<file path="src/rtl/music_pkg.sv">
// Shared note codes, FSM state encoding, ROM entry layout and built-in melody for the note sequencer.
package music_pkg;

  localparam int DEFAULT_TICK_DIV = 6250000;

  localparam logic [2:0] NOTE_A4   = 3'd0;
  localparam logic [2:0] NOTE_B4   = 3'd1;
  localparam logic [2:0] NOTE_C5   = 3'd2;
  localparam logic [2:0] NOTE_D5   = 3'd3;
  localparam logic [2:0] NOTE_E5   = 3'd4;
  localparam logic [2:0] NOTE_F5   = 3'd5;
  localparam logic [2:0] NOTE_G5   = 3'd6;
  localparam logic [2:0] NOTE_REST = 3'd7;

  typedef enum logic [1:0] {
    ST_IDLE   = 2'd0,
    ST_LOAD   = 2'd1,
    ST_PLAY   = 2'd2,
    ST_FINISH = 2'd3
  } state_t;

  // ROM word layout: {note, dur}, dur in tempo ticks, dur==0 marks end-of-song.
  typedef struct packed {
    logic [2:0] note;
    logic [3:0] dur;
  } rom_entry_t;

  function automatic rom_entry_t default_song(input int idx);
    rom_entry_t e;
    e = '0;
    case (idx)
      0, 1:    e = '{note: NOTE_A4,   dur: 4'd2};
      2, 3:    e = '{note: NOTE_B4,   dur: 4'd2};
      4, 5:    e = '{note: NOTE_C5,   dur: 4'd2};
      6:       e = '{note: NOTE_B4,   dur: 4'd4};
      7:       e = '{note: NOTE_REST, dur: 4'd1};
      8, 9:    e = '{note: NOTE_G5,   dur: 4'd2};
      10, 11:  e = '{note: NOTE_F5,   dur: 4'd2};
      12:      e = '{note: NOTE_E5,   dur: 4'd2};
      13:      e = '{note: NOTE_D5,   dur: 4'd2};
      14:      e = '{note: NOTE_A4,   dur: 4'd4};
      default: e = '{note: NOTE_REST, dur: 4'd0};
    endcase
    return e;
  endfunction

endpackage

</file>
<file path="src/rtl/song_rom.sv">
// Combinational melody ROM indexed by step; returns {note, dur} from the built-in song
// or from a packed ROM_INIT image when USE_INIT is set.
module song_rom
  import music_pkg::*;
#(
  parameter int SONG_LEN = 16,
  parameter int NOTE_W   = 3,
  parameter int DUR_W    = 4,
  parameter int STEP_W   = 4,
  parameter bit USE_INIT = 1'b0,
  parameter logic [SONG_LEN*(NOTE_W+DUR_W)-1:0] ROM_INIT = '0
) (
  input  logic [STEP_W-1:0] i_step,
  output logic [NOTE_W-1:0] o_note,
  output logic [DUR_W-1:0]  o_dur
);

  localparam int EW = NOTE_W + DUR_W;

  logic [EW-1:0] w_entry;
  rom_entry_t    w_def;

  always_comb begin
    w_entry = '0;
    w_def   = '0;
    for (int k = 0; k < SONG_LEN; k++) begin
      if (STEP_W'(k) == i_step) begin
        if (USE_INIT) begin
          w_entry = ROM_INIT[k*EW +: EW];
        end else begin
          w_def   = default_song(k);
          w_entry = {NOTE_W'(w_def.note), DUR_W'(w_def.dur)};
        end
      end
    end
  end

  assign o_note = w_entry[EW-1 -: NOTE_W];
  assign o_dur  = w_entry[DUR_W-1:0];

endmodule

</file>
<file path="src/rtl/note_sequencer.sv">
// Steps through the melody ROM and drives the tone generator's note select; each note is held
// for dur tempo ticks. Define SONG_LOOP_EN to restart the song after end-of-song instead of idling.
module note_sequencer
  import music_pkg::*;
#(
  parameter int CLK_HZ       = 50000000,
  parameter int TICK_DIV     = DEFAULT_TICK_DIV,
  parameter int SONG_LEN     = 16,
  parameter int NOTE_W       = 3,
  parameter int DUR_W        = 4,
  parameter bit USE_ROM_INIT = 1'b0,
  parameter logic [SONG_LEN*(NOTE_W+DUR_W)-1:0] ROM_INIT = '0,
  localparam int STEP_W      = (SONG_LEN > 1) ? $clog2(SONG_LEN) : 1
) (
  input  logic              externalClock,
  input  logic              reset,
  input  logic              start,
  input  logic              stop,
  output logic [NOTE_W-1:0] note,
  output logic              sound_en,
  output logic              busy,
  output logic [STEP_W-1:0] step,
  output logic              done
);

  // A tempo tick is never allowed to be slower than one second.
  localparam int TICK_DIV_EFF = (TICK_DIV > CLK_HZ) ? CLK_HZ : TICK_DIV;
  localparam int TW           = (TICK_DIV_EFF > 1) ? $clog2(TICK_DIV_EFF) : 1;

  state_t            r_state, w_state_nxt;
  logic [STEP_W-1:0] r_step, w_step_nxt;
  logic [TW-1:0]     r_tick_cnt, w_tick_nxt;
  logic [DUR_W-1:0]  r_dur_cnt, w_dur_nxt;
  logic [NOTE_W-1:0] r_note, w_note_nxt;
  logic              r_sound_en, w_snd_nxt;
  logic              r_done, w_done_nxt;

  logic [NOTE_W-1:0] w_rom_note;
  logic [DUR_W-1:0]  w_rom_dur;
  logic              w_tick;

  song_rom #(
    .SONG_LEN (SONG_LEN),
    .NOTE_W   (NOTE_W),
    .DUR_W    (DUR_W),
    .STEP_W   (STEP_W),
    .USE_INIT (USE_ROM_INIT),
    .ROM_INIT (ROM_INIT)
  ) u_rom (
    .i_step (r_step),
    .o_note (w_rom_note),
    .o_dur  (w_rom_dur)
  );

  assign w_tick = (r_tick_cnt == TW'(TICK_DIV_EFF - 1));

  always_comb begin
    w_state_nxt = r_state;
    w_step_nxt  = r_step;
    w_tick_nxt  = r_tick_cnt;
    w_dur_nxt   = r_dur_cnt;
    w_note_nxt  = r_note;
    w_snd_nxt   = r_sound_en;
    w_done_nxt  = 1'b0;

    case (r_state)
      ST_IDLE: begin
        if (start && !stop) begin
          w_state_nxt = ST_LOAD;
          w_step_nxt  = '0;
        end
      end
      ST_LOAD: begin
        if (w_rom_dur == '0) begin
          w_state_nxt = ST_FINISH;
          w_note_nxt  = '0;
          w_snd_nxt   = 1'b0;
          w_done_nxt  = 1'b1;
        end else begin
          w_state_nxt = ST_PLAY;
          w_note_nxt  = w_rom_note;
          w_snd_nxt   = (w_rom_note != NOTE_W'(NOTE_REST));
          w_dur_nxt   = w_rom_dur;
          w_tick_nxt  = '0;
        end
      end
      ST_PLAY: begin
        if (w_tick) begin
          w_tick_nxt = '0;
          w_dur_nxt  = r_dur_cnt - DUR_W'(1);
          if (r_dur_cnt == DUR_W'(1)) begin
            // The last ROM entry expiring ends the song; step never wraps back to 0 here.
            if (r_step == STEP_W'(SONG_LEN - 1)) begin
              w_state_nxt = ST_FINISH;
              w_note_nxt  = '0;
              w_snd_nxt   = 1'b0;
              w_done_nxt  = 1'b1;
            end else begin
              w_state_nxt = ST_LOAD;
              w_step_nxt  = r_step + STEP_W'(1);
            end
          end
        end else begin
          w_tick_nxt = r_tick_cnt + TW'(1);
        end
      end
      ST_FINISH: begin
`ifdef SONG_LOOP_EN
        w_state_nxt = ST_LOAD;
        w_step_nxt  = '0;
`else
        w_state_nxt = ST_IDLE;
`endif
      end
      default: w_state_nxt = ST_IDLE;
    endcase

    // stop overrides everything, including a note expiring in the same cycle.
    if (stop && (r_state != ST_IDLE)) begin
      w_state_nxt = ST_IDLE;
      w_step_nxt  = '0;
      w_note_nxt  = '0;
      w_snd_nxt   = 1'b0;
      w_done_nxt  = 1'b0;
    end
  end

  always_ff @(posedge externalClock or posedge reset) begin
    if (reset) begin
      r_state    <= ST_IDLE;
      r_step     <= '0;
      r_tick_cnt <= '0;
      r_dur_cnt  <= '0;
      r_note     <= '0;
      r_sound_en <= 1'b0;
      r_done     <= 1'b0;
    end else begin
      r_state    <= w_state_nxt;
      r_step     <= w_step_nxt;
      r_tick_cnt <= w_tick_nxt;
      r_dur_cnt  <= w_dur_nxt;
      r_note     <= w_note_nxt;
      r_sound_en <= w_snd_nxt;
      r_done     <= w_done_nxt;
    end
  end

  assign note     = r_note;
  assign sound_en = r_sound_en;
  assign busy     = (r_state != ST_IDLE);
  assign step     = r_step;
  assign done     = r_done;

endmodule

</file>
<file path="config.mk">
export PLATFORM = sky130hd
export DESIGN_NAME = note_sequencer
export DESIGN_NICKNAME = d
export VERILOG_FILES = /design/src/rtl/music_pkg.sv /design/src/rtl/song_rom.sv /design/src/rtl/note_sequencer.sv
export SDC_FILE = /design/constraint.sdc
export NUM_CORES = 1
export LEC_CHECK = 0
export BUFFER_PORTS_ARGS = -buffer_cell sky130_fd_sc_hd__buf_4
export CAP_MARGIN = 20
export CORE_MARGIN = 5
export CORE_UTILIZATION = 52
export CTS_CLUSTER_SIZE = 20
export DETAILED_ROUTE_END_ITERATION = 7
export PLACE_DENSITY_LB_ADDON = 0.08
export SYNTH_ARGS = -nofsm -noshare
export SYNTH_HDL_FRONTEND = slang
export SYNTH_SLANG_ARGS = --single-unit
export TNS_END_PERCENT = 10
</file>
<file path="constraint.sdc">
create_clock -name externalClock -period 4.7 [get_ports externalClock]
set_input_delay 0.94 -clock externalClock [delete_from_list [all_inputs] [get_ports externalClock]]
set_output_delay 0.94 -clock externalClock [all_outputs]
set_load 0.01 [all_outputs]
</file>
## Word level (Yosys, flattened, before mapping)

Index checks and enable logic that the tools add are counted.

| storage, ports and cells | value |
|---|---|
| word-level logic and storage cells | 107 |
| register bits after elaboration | 38 |
| output and inout bits | 10 |

| cells by class | value |
|---|---|
| add/subtract/negate cells | 3 |
| muxes and demuxes | 53 |
| reductions and logical operators | 15 |
| equal/unequal tests | 29 |

Operator list:

| kind | count |
|---|---|
| 7-bit 2-to-1 mux | 9 |
| 23-bit 2-to-1 mux | 2 |
| 23-bit case mux with 2 select lines | 1 |
| 4-bit equality test (first input constant) | 8 |
| 4-bit 2-to-1 mux | 7 |
| 23-bit by 1-bit adder with 23-bit output (second input constant) | 1 |
| 23-bit equality test (second input constant) | 1 |
| 6-bit 2-to-1 mux | 3 |
| 3-bit != test (second input constant) | 6 |
| 3-bit by 4-bit equality test with 1-bit output (first input constant) | 4 |
| 4-bit case mux with 2 select lines | 2 |
| 3-bit 2-to-1 mux | 5 |
| 2-bit 2-to-1 mux | 7 |
| 1-bit 2-to-1 mux | 11 |
| 5-bit 2-to-1 mux | 2 |
| 2-bit by 4-bit equality test with 1-bit output (first input constant) | 2 |
| 4-bit zero test | 2 |
| 2-bit case mux with 4 select lines | 1 |
| 3-bit case mux with 2 select lines | 1 |
| 3-bit AND reduction | 2 |
| 3-bit nonzero test | 2 |
| 5-bit AND reduction | 1 |
| 4-bit by 1-bit adder with 4-bit output (second input constant) | 1 |
| 1-bit by 4-bit equality test with 1-bit output (first input constant) | 1 |
| 13 further kinds | 18 |

## Longest topological paths before layout

Gate-level depths: netlist (run 1).

| depth | value |
|---|---|
| depth after elaboration | 21 |
| mapped depth | 10 |
| depth with buffers taken out | 7 |

## Modules after synthesis

Synthesis (run 1) repeated with hierarchy kept, for this count alone.

| second synthesis, totals | value |
|---|---|
| cells, all modules | 282 |
| area, all modules | 2443.6 um^2 |

Modules (own cells, without submodules):

| module | cells an instance | sequential area each (um^2) | area each (um^2) | times used |
|---|---|---|---|---|
| note_sequencer | 269 | 950.9 | 2362.3 | 1 |
| song_rom | 13 | 0.0 | 81.3 | 1 |

## Least setup slack after synthesis (run 1)

No wires, ideal clock.

| timing path | value |
|---|---|
| path kind | reg-to-reg |
| from | register r_step[0] (netlist: step[0]) |
| to | register r_tick_cnt[18] |
| slack | 2643 ps |
| path buffers | 2 |
| arrival | 1980 ps |
| cell stages (with the launch flop) | 9 |
| data required time | 4622 ps |
| setup time | 78 ps |
| clock period less this slack | 2057 ps |
| cells stage by stage | dfrtp_1 > ha_1 > buf_2 > and2_1 > o211ai_1 > nand2_1 > buf_2 > or4_1 > a21oi_1 |

| between the ends | value |
|---|---|
| longest elaborated chain between the ends | 20 |
| elaborated cells between the ends (all ways) | 35 |
| classes of those cells | eq/ne: 16; mux: 16; reduce/logical: 3 |

RTL lines:

| item | RTL line | text |
|---|---|---|
| from (decl) | note_sequencer.sv:31 | `logic [STEP_W-1:0] r_step, w_step_nxt;` |
| from (signal assigned) | note_sequencer.sv:139 | `r_step <= w_step_nxt;` |
| 4-bit zero test | song_rom.sv:27 | `if (STEP_W'(k) == i_step) begin` |
| 2-bit 2-to-1 mux (2 in a row) | song_rom.sv:27 |  |
| 5-bit 2-to-1 mux (2 in a row) | song_rom.sv:27 |  |
| 6-bit 2-to-1 mux (3 in a row) | song_rom.sv:27 |  |
| 7-bit 2-to-1 mux (8 in a row) | song_rom.sv:27 |  |
| 7-bit 2-to-1 mux (*) | song_rom.sv:27 |  |
| 4-bit zero test (*) | note_sequencer.sv:74 | `if (w_rom_dur == '0) begin` |
| 2-bit != test (no source line) (*) | -- |  |
| 2-bit AND reduction (no source line) (*) | -- |  |
| to (signal assigned) | note_sequencer.sv:140 | `r_tick_cnt <= w_tick_nxt;` |
| to (decl) | note_sequencer.sv:32 | `logic [TW-1:0] r_tick_cnt, w_tick_nxt;` |

Every way passes the cells marked *; elsewhere a longest branch is shown, timed or not.
A chain may end at the register's enable or synchronous reset.

## Worst setup path after layout (run 1)

| timing path | value |
|---|---|
| from | register r_step[0] (netlist: step[0]) |
| to | register r_tick_cnt[22] |

The elaborated chain is that of the path after synthesis.

==> results of run 1 <==
[power by group]
group / total (W) / switching, W / internal (W) / leakage, nW
Sequential: 0.000399 / 0.0000371 / 0.000362 / 0.517
Combinational: 0.000589 / 0.000397 / 0.000193 / 0.622
Clock: 0.000287 / 0.000117 / 0.000170 / 0.0573
[cell usage in the layout (no fill, tap or decap), types with 10 or more instances in the layout]
master,synthesis,layout
nor2_1,17,17
nand2_1,23,23
dfrtp_1,38,38
ha_1,11,11
buf_4,1,14
o21ai_1,10,10
a21oi_1,11,11
nand3_1,21,21
o21ai_0,13,13
inv_1,21,21
[registers in the layout, summed over array words and instances, names as in the netlist]
name,cells
note,3
sound_en,1
r_dur_cnt,4
step,4
done,1
r_state,2
r_tick_cnt,23
[worst max-delay path, stage by stage, from the launching register on]
cell	delay, ns
dfrtp_1	0.46
inv_1	0.11
ha_1	0.33
nor3b_1	0.13
a31oi_1	0.20
nand2_1	0.41
or4_4	0.66
a21oi_2	0.14
[through the flow]
step / instance area, um^2 / worst slack (ns)
final: 2780 / 2.18
after global routing: 2780 / 1.92
after CTS: 2780 / 2.16
after detailed placement: 2670 / 2.21
after global placement: 2670 / 2.27
after floorplan: 2540 / 2.64
[metal layers]
layer | vias up | part of all wire (%) | GRT usage [%] | wire, um
met2 | 42 | 43 | 28.7 | 2510
met5 | - | 0 | 0 | 0
met3 | 9 | 3.5 | 3.50 | 204
met1 | 1064 | 52 | 30.3 | 3020
li1 | 1112 | - | - | -
met4 | 0 | 1.5 | 6.93 | 85
[final timing paths]
path / from / end / slack [ns] / cells past startpoint
worst max-delay path: step[0] / r_tick_cnt[22] / 2.18 / 7
worst min-delay path: r_tick_cnt[2] / r_tick_cnt[2] / 0.54 / 1
worst max register to register: step[0] / r_tick_cnt[22] / 2.18 / 7
worst min register to register: r_tick_cnt[2] / r_tick_cnt[2] / 0.54 / 1
max in group asynchronous: reset / r_tick_cnt[5] / 3.31 / 3
min in group asynchronous: reset / note[2] / 0.65 / 2
[cell type report]
type	instances	share of cell area (%)
tap	67	3.02
sequential	38	34.2
multi-input combinational	221	52.1
inverter	21	2.84
clock inverter	1	1.08
clock buffer	6	2.97
timing repair buffer	14	3.78
[cells by family after synthesis]
group	count (synthesis)	share of synthesized area [%]
buffers and inverters	33	5.56
xor gates and xnor gates	5	1.72
AOI/OAI and AO/OA	80	21.6
and+or+nand+nor	122	27.1
DFF	38	37.4
adders and majority gates	11	5.42
muxes	3	1.18
==> reports/results.ini, run 1 <==
[pwr]
ir_worst_vdd_mv = 0.259
report.power.total_w = 0.00128
leakage_nw = 1.20
powerDensity_mw_per_mm2 = 459

[layout]
finalNonFillerCells = 368
fill_cells = 422
fin_nets = 316
drive_above_1_share_pct = 11.3
multi_input_area_mm2 = 0.00145
utilization_pct = 58.9
regArea_um2 = 951
diodes = 0
area_growth_pct = 9.40

[detailed_routing]
antenna_left = 0
vias = 2227
dr.pass1.iters = 4
wl_per_cell_um = 15.8
drt_iter0_drc = 204
remaining_drc_errors = 0
viasPerCell = 6.05
wl_um = 5820

[grt]
grt_pass1_wl_um = 10100
grt_pass1_vias = 2045
grt_max_degree = 28
gr-total-overflow = 0
track_usage_pct = 20.1
antenna_found_initial = 0

[sta]
min_period_ns = 2.52
finalClockSkew_ns = 0.00848
slew_headroom_pct = 51.7
hold_violations = 0
holdWs_ns = 0.537
rsz0062_at_grt = no
timing.final.crit_share_pct = 53.6
finalSetupViolCount = 0
report.final.slew_viol_count = 0
fmax_ghz = 0.397
fin_tns_setup_ns = 0
worst_pin_slew_ns = 0.718

[critical_path]
startpoint_type = register
critical_path_class = reg -> reg
arrival_ns = 2.74
path_max_fanout = 21
cp-end-kind = register
cp_data_required_time_ns = 4.92

[cts]
cts_tree = yes
clkSinkCount = 38
htree_levels = 2
post_cts_resized = 0
cts_setup_buffers = 0
cts-hold-fix-buffers = 0
clock_latency_ns = 0.29
clk_path_buf_depth = 2
cts_made_buffers = 5
clk_pin_slew_worst_paths_ns = 0.08
cts_root_buf = clkbuf_8

[logic_synthesis]
netlist.area_leader.share_pct = 37.4
synth_edf_count = 0
synth_area_leaders = dfrtp_1 (37%), ha_1 (5.4%), nand3_1 (4.1%)
synth_cell_types = 58
synth_commonest_cells = dfrtp_1 (38), nand2_1 (23), inv_1 (21), nand3_1 (21), nor2_1 (17)
synthArstFlopShare_pct = 100
synth.ff_latch_count = 38
syn_area_mm2 = 0.00254
post_synth.cell_area_avg_um2 = 8.70
synth_top_flop_cell = dfrtp_1
synth_fp_nets = 307
synth_top_cell_by_area = dfrtp_1
yosysMostFrequentCell = dfrtp_1
synth_warnings = 0
synthCells = 292
yosysSeqAreaShare_pct = 37.4

[floorplanning]
die_h_um = 79.9
die_w_um = 79.9
die_area_mm2 = 0.00638
coreArea_mm2 = 0.00472
start_util_pct = 53.8
io_pins = 14
rows = 25

[place]
io_buffers = 13
dp_cells = 361
gp_congestion = 0.839
dp_hpwl_um = 4220

[status]
status = finished, final reports clean

[min_path]
hp-class = reg -> reg

[run]
drv_cap = 0

Power figures use the tool's default switching activity.
==> run 2, diff against run 1 <==
--- a/config.mk
+++ b/config.mk
@@ -5,6 +5,7 @@
 export SDC_FILE = /design/constraint.sdc
 export NUM_CORES = 1
 export LEC_CHECK = 0
+export ABC_AREA = 1
 export BUFFER_PORTS_ARGS = -buffer_cell sky130_fd_sc_hd__buf_4
 export CAP_MARGIN = 20
 export CORE_MARGIN = 5
==> constraint.sdc (replaced) <==
create_clock -name externalClock -period 2.3 [get_ports externalClock]
set_input_delay 0.46 -clock externalClock [delete_from_list [all_inputs] [get_ports externalClock]]
set_output_delay 0.46 -clock externalClock [all_outputs]
set_load 0.01 [all_outputs]
==> reports/results.ini, run 2 <==
[cts]
cts_root_buf = clkbuf_8
clk_path_buf_depth = 2  ; unchanged
cts_setup_buffers = 0  ; unchanged
clock_latency_ns = 0.29  ; about the same
clkSinkCount = 38  ; unchanged
cts_made_buffers = 5  ; unchanged
clk_pin_slew_worst_paths_ns = 0.08  ; about the same
htree_levels = 2  ; unchanged
post_cts_resized = 0  ; unchanged
cts-hold-fix-buffers = 0  ; unchanged
cts_tree = yes

[critical_path]
critical_path_class = reg -> reg
startpoint_type = register
worstReg2RegStart = step[0]
cp_data_required_time_ns = 2.52  ; -2.40 ns
path_max_fanout = 19  ; -9.5%
arrival_ns = 2.22  ; -0.52 ns
rrSetupSlack_ns = 0.30  ; -1.88 ns
reg2reg_to = r_tick_cnt[18]
r2r_cells = 12  ; +5
cp-end-kind = register

[pwr]
pwr-share-seq_pct = 32.4  ; +1.1 points
p_sw_w = 0.00118  ; +110%
powerDensity_mw_per_mm2 = 796  ; +73%
p_comb_share_pct = 48.6  ; +2.4 points
p_clk_share_pct = 18.9  ; -3.6 points
ir_worst_vdd_mv = 0.583  ; +130%
leakage_nw = 1.57  ; +31%
swShare_pct = 46.1  ; +2.9 points
internal_power_w = 0.00138  ; +91%

[layout]
area_growth_pct = 8.98
mostFrequentLayoutCell = nand2_1
diodes = 0  ; unchanged
final_cell_mix = nand2_1 (138), inv_1 (65), nor2_1 (61), nand3_1 (37), dfrtp_1 (37)
fill_cells = 542  ; +28%
fin_nets = 486  ; +54%
drive_above_1_share_pct = 11.0  ; -0.28 points
top_register = r_tick_cnt
finalNonFillerCells = 544  ; +48%
fin_area_mm2 = 0.00322  ; +16%
largest_reg_flops = 23  ; unchanged

[logic_synthesis]
synth-simple-area-share_pct = 41.8  ; +15 points
synth_fp_nets = 471  ; +53%
synthAdderAreaFrac_pct = 4.66  ; -0.76 points
synthArstFlopShare_pct = 100  ; unchanged
synth_top_flop_cell = dfrtp_1
synth_mux_area_share_pct = 0  ; -1.2 points
synth_warnings = 0  ; unchanged
synth_top_family_by_area = simple AND/OR/NAND/NOR gates
syn_area_mm2 = 0.00296  ; +16%
synth_edf_count = 0  ; unchanged
synth_commonest_cells = nand2_1 (138), inv_1 (65), nor2_1 (61)
yosysSeqAreaShare_pct = 32.2  ; -5.2 points
synth.ff_latch_count = 38  ; unchanged
synth_area_leaders = dfrtp_1 (32%), nand2_1 (18%), inv_1 (8.3%)
synth_top_cell_by_area = dfrtp_1
synth_cell_types = 30  ; -48%
netlist.area_leader.share_pct = 32.2  ; -5.2 points
synthCells = 456  ; +56%
synth_xor_area_share_pct = 1.19  ; -0.54 points
yosysMostFrequentCell = nand2_1
synth_compound_gate_area_share_pct = 9.23  ; -12 points
post_synth.cell_area_avg_um2 = 6.48  ; -26%

[floorplanning]
die_area_mm2 = 0.00729  ; +14%
start_util_pct = 53.7  ; -0.13 points
io_pins = 14  ; unchanged
die_h_um = 85.4  ; +6.9%
rows = 27  ; +8.0%
die_w_um = 85.4  ; +6.9%
coreArea_mm2 = 0.00551  ; +17%

[detailed_routing]
wl_um = 7150  ; +23%
antenna_left = 0  ; unchanged
remaining_drc_errors = 0  ; unchanged
drt_iter0_drc = 196  ; -3.9%
dr.pass1.iters = 4  ; unchanged
wl_per_cell_um = 13.2  ; -17%
vias = 2834  ; +27%
viasPerCell = 5.21  ; -14%

[sta]
timing.final.crit_share_pct = 86.8  ; +33 points
layout_setup_ws_ns = 0.303  ; -1.88 ns
rsz0062_at_grt = no
finalClockSkew_ns = 0.00826  ; -0.000219 ns
worst_pin_slew_ns = 0.502  ; -0.216 ns
fin_tns_setup_ns = 0  ; unchanged
finalSetupViolCount = 0  ; unchanged
report.final.slew_viol_count = 0  ; unchanged
slew_headroom_pct = 66.6  ; +15 points
min_period_ns = 2.00  ; -0.522 ns
hold_violations = 0  ; unchanged
fmax_ghz = 0.501  ; +26%

[grt]
grt_max_degree = 39  ; +39%
gr-total-overflow = 0  ; unchanged
track_usage_pct = 21.4  ; +1.2 points
antenna_found_initial = 0  ; unchanged
grt_pass1_vias = 2842  ; +39%
grt_pass1_wl_um = 12700  ; +25%

[run]
drv_cap = 0  ; unchanged

[min_path]
hp-class = in -> async

[place]
gp_congestion = 0.901  ; +7.4%
place_ws_ns = 0.227  ; -1.98 ns
dpl_cell_area_mm2 = 0.00312  ; +17%
io_buffers = 13  ; unchanged
dp_cells = 536  ; +48%
dp_hpwl_um = 5470  ; +29%

[status]
status = finished, final reports clean

## run 2: changes by cell type in the layout (fill, tap and decap cells not counted), sizes merged, moves of 14 or more
cell and change:
nand2 +120, nor2 +49, inv +46, nand3 +19
nand4 +14, o21ai +14
## run 2: worst max-delay path, cell delays in order, from the launching register on
cell	delay (ns)
dfrtp_2	0.41
inv_1	0.08
ha_1	0.25
nor2_1	0.17
nand2_1	0.07
nand2_1	0.06
nand2_1	0.07
nor2_2	0.15
nand2_4	0.13
nand2_8	0.16
buf_4	0.21
nand2_1	0.06
o21ai_1	0.08
## run 2: worst max path at each step
stage                           to  depth (start not counted)  slack [ns]  startpoint
finish              r_tick_cnt[18]                         12        0.30     step[0]
global placement    r_tick_cnt[14]                         11        0.28     step[0]
global route        r_tick_cnt[15]                         12        0.06     step[0]
CTS                 r_tick_cnt[18]                         12        0.20     step[0]
floorplan            r_tick_cnt[5]                         13        0.46     step[0]
detailed placement  r_tick_cnt[15]                         11        0.23     step[0]
## run 2: cells by family after synthesis
| family | after synthesis |
|---|---|
| and+or+nand+nor | 280 |
| xor gates and xnor gates | 4 |
| adders and majority gates | 11 |
| buffers and inverters | 78 |
| AOI/OAI and AO/OA | 45 |
| DFF | 38 |
## run 2: area by class of cell
class / instances / area (um^2) / area share (%)
multi-input cells: 340 / 1690 / 52.5
flip-flops and latches: 38 / 952 / 29.6
inverters: 67 / 254 / 7.89
repair buffers: 19 / 143 / 4.43
well taps: 72 / 90.1 / 2.80
clock buffers: 7 / 86.3 / 2.68
clock inverters: 1 / 5.00 / 0.155
## run 2: metrics by stage
| step | utilization [%] | hold slack, ns | total power (W) |
|---|---|---|---|
| 2_1_floorplan | - | 0.480 | 0.00183 |
| 5_1_grt | 58.5 | 0.342 | 0.00282 |
| 4_1_cts | 58.3 | 0.299 | 0.00256 |
| 3_5_place_dp | 56.6 | 0.468 | 0.00206 |
| 3_3_place_gp | 56.6 | 0.471 | 0.00204 |
| 6_report | 58.5 | 0.285 | 0.00256 |
## run 2: power by group through the flow
stage,logic (W),clock network [W],registers (W)
2_1_floorplan,0.000993,0,0.000837
3_3_place_gp,0.00120,0,0.000842
3_5_place_dp,0.00122,0,0.000842
4_1_cts,0.00123,0.000507,0.000830
5_1_grt,0.00144,0.000529,0.000852
6_report,0.00125,0.000485,0.000832
## run 2: per-layer routing
layer	GRT usage (%)	wire (um)
met1	26.1	3140
met2	37.9	3580
met3	3.20	276
met4	7.77	159
met5	0	0
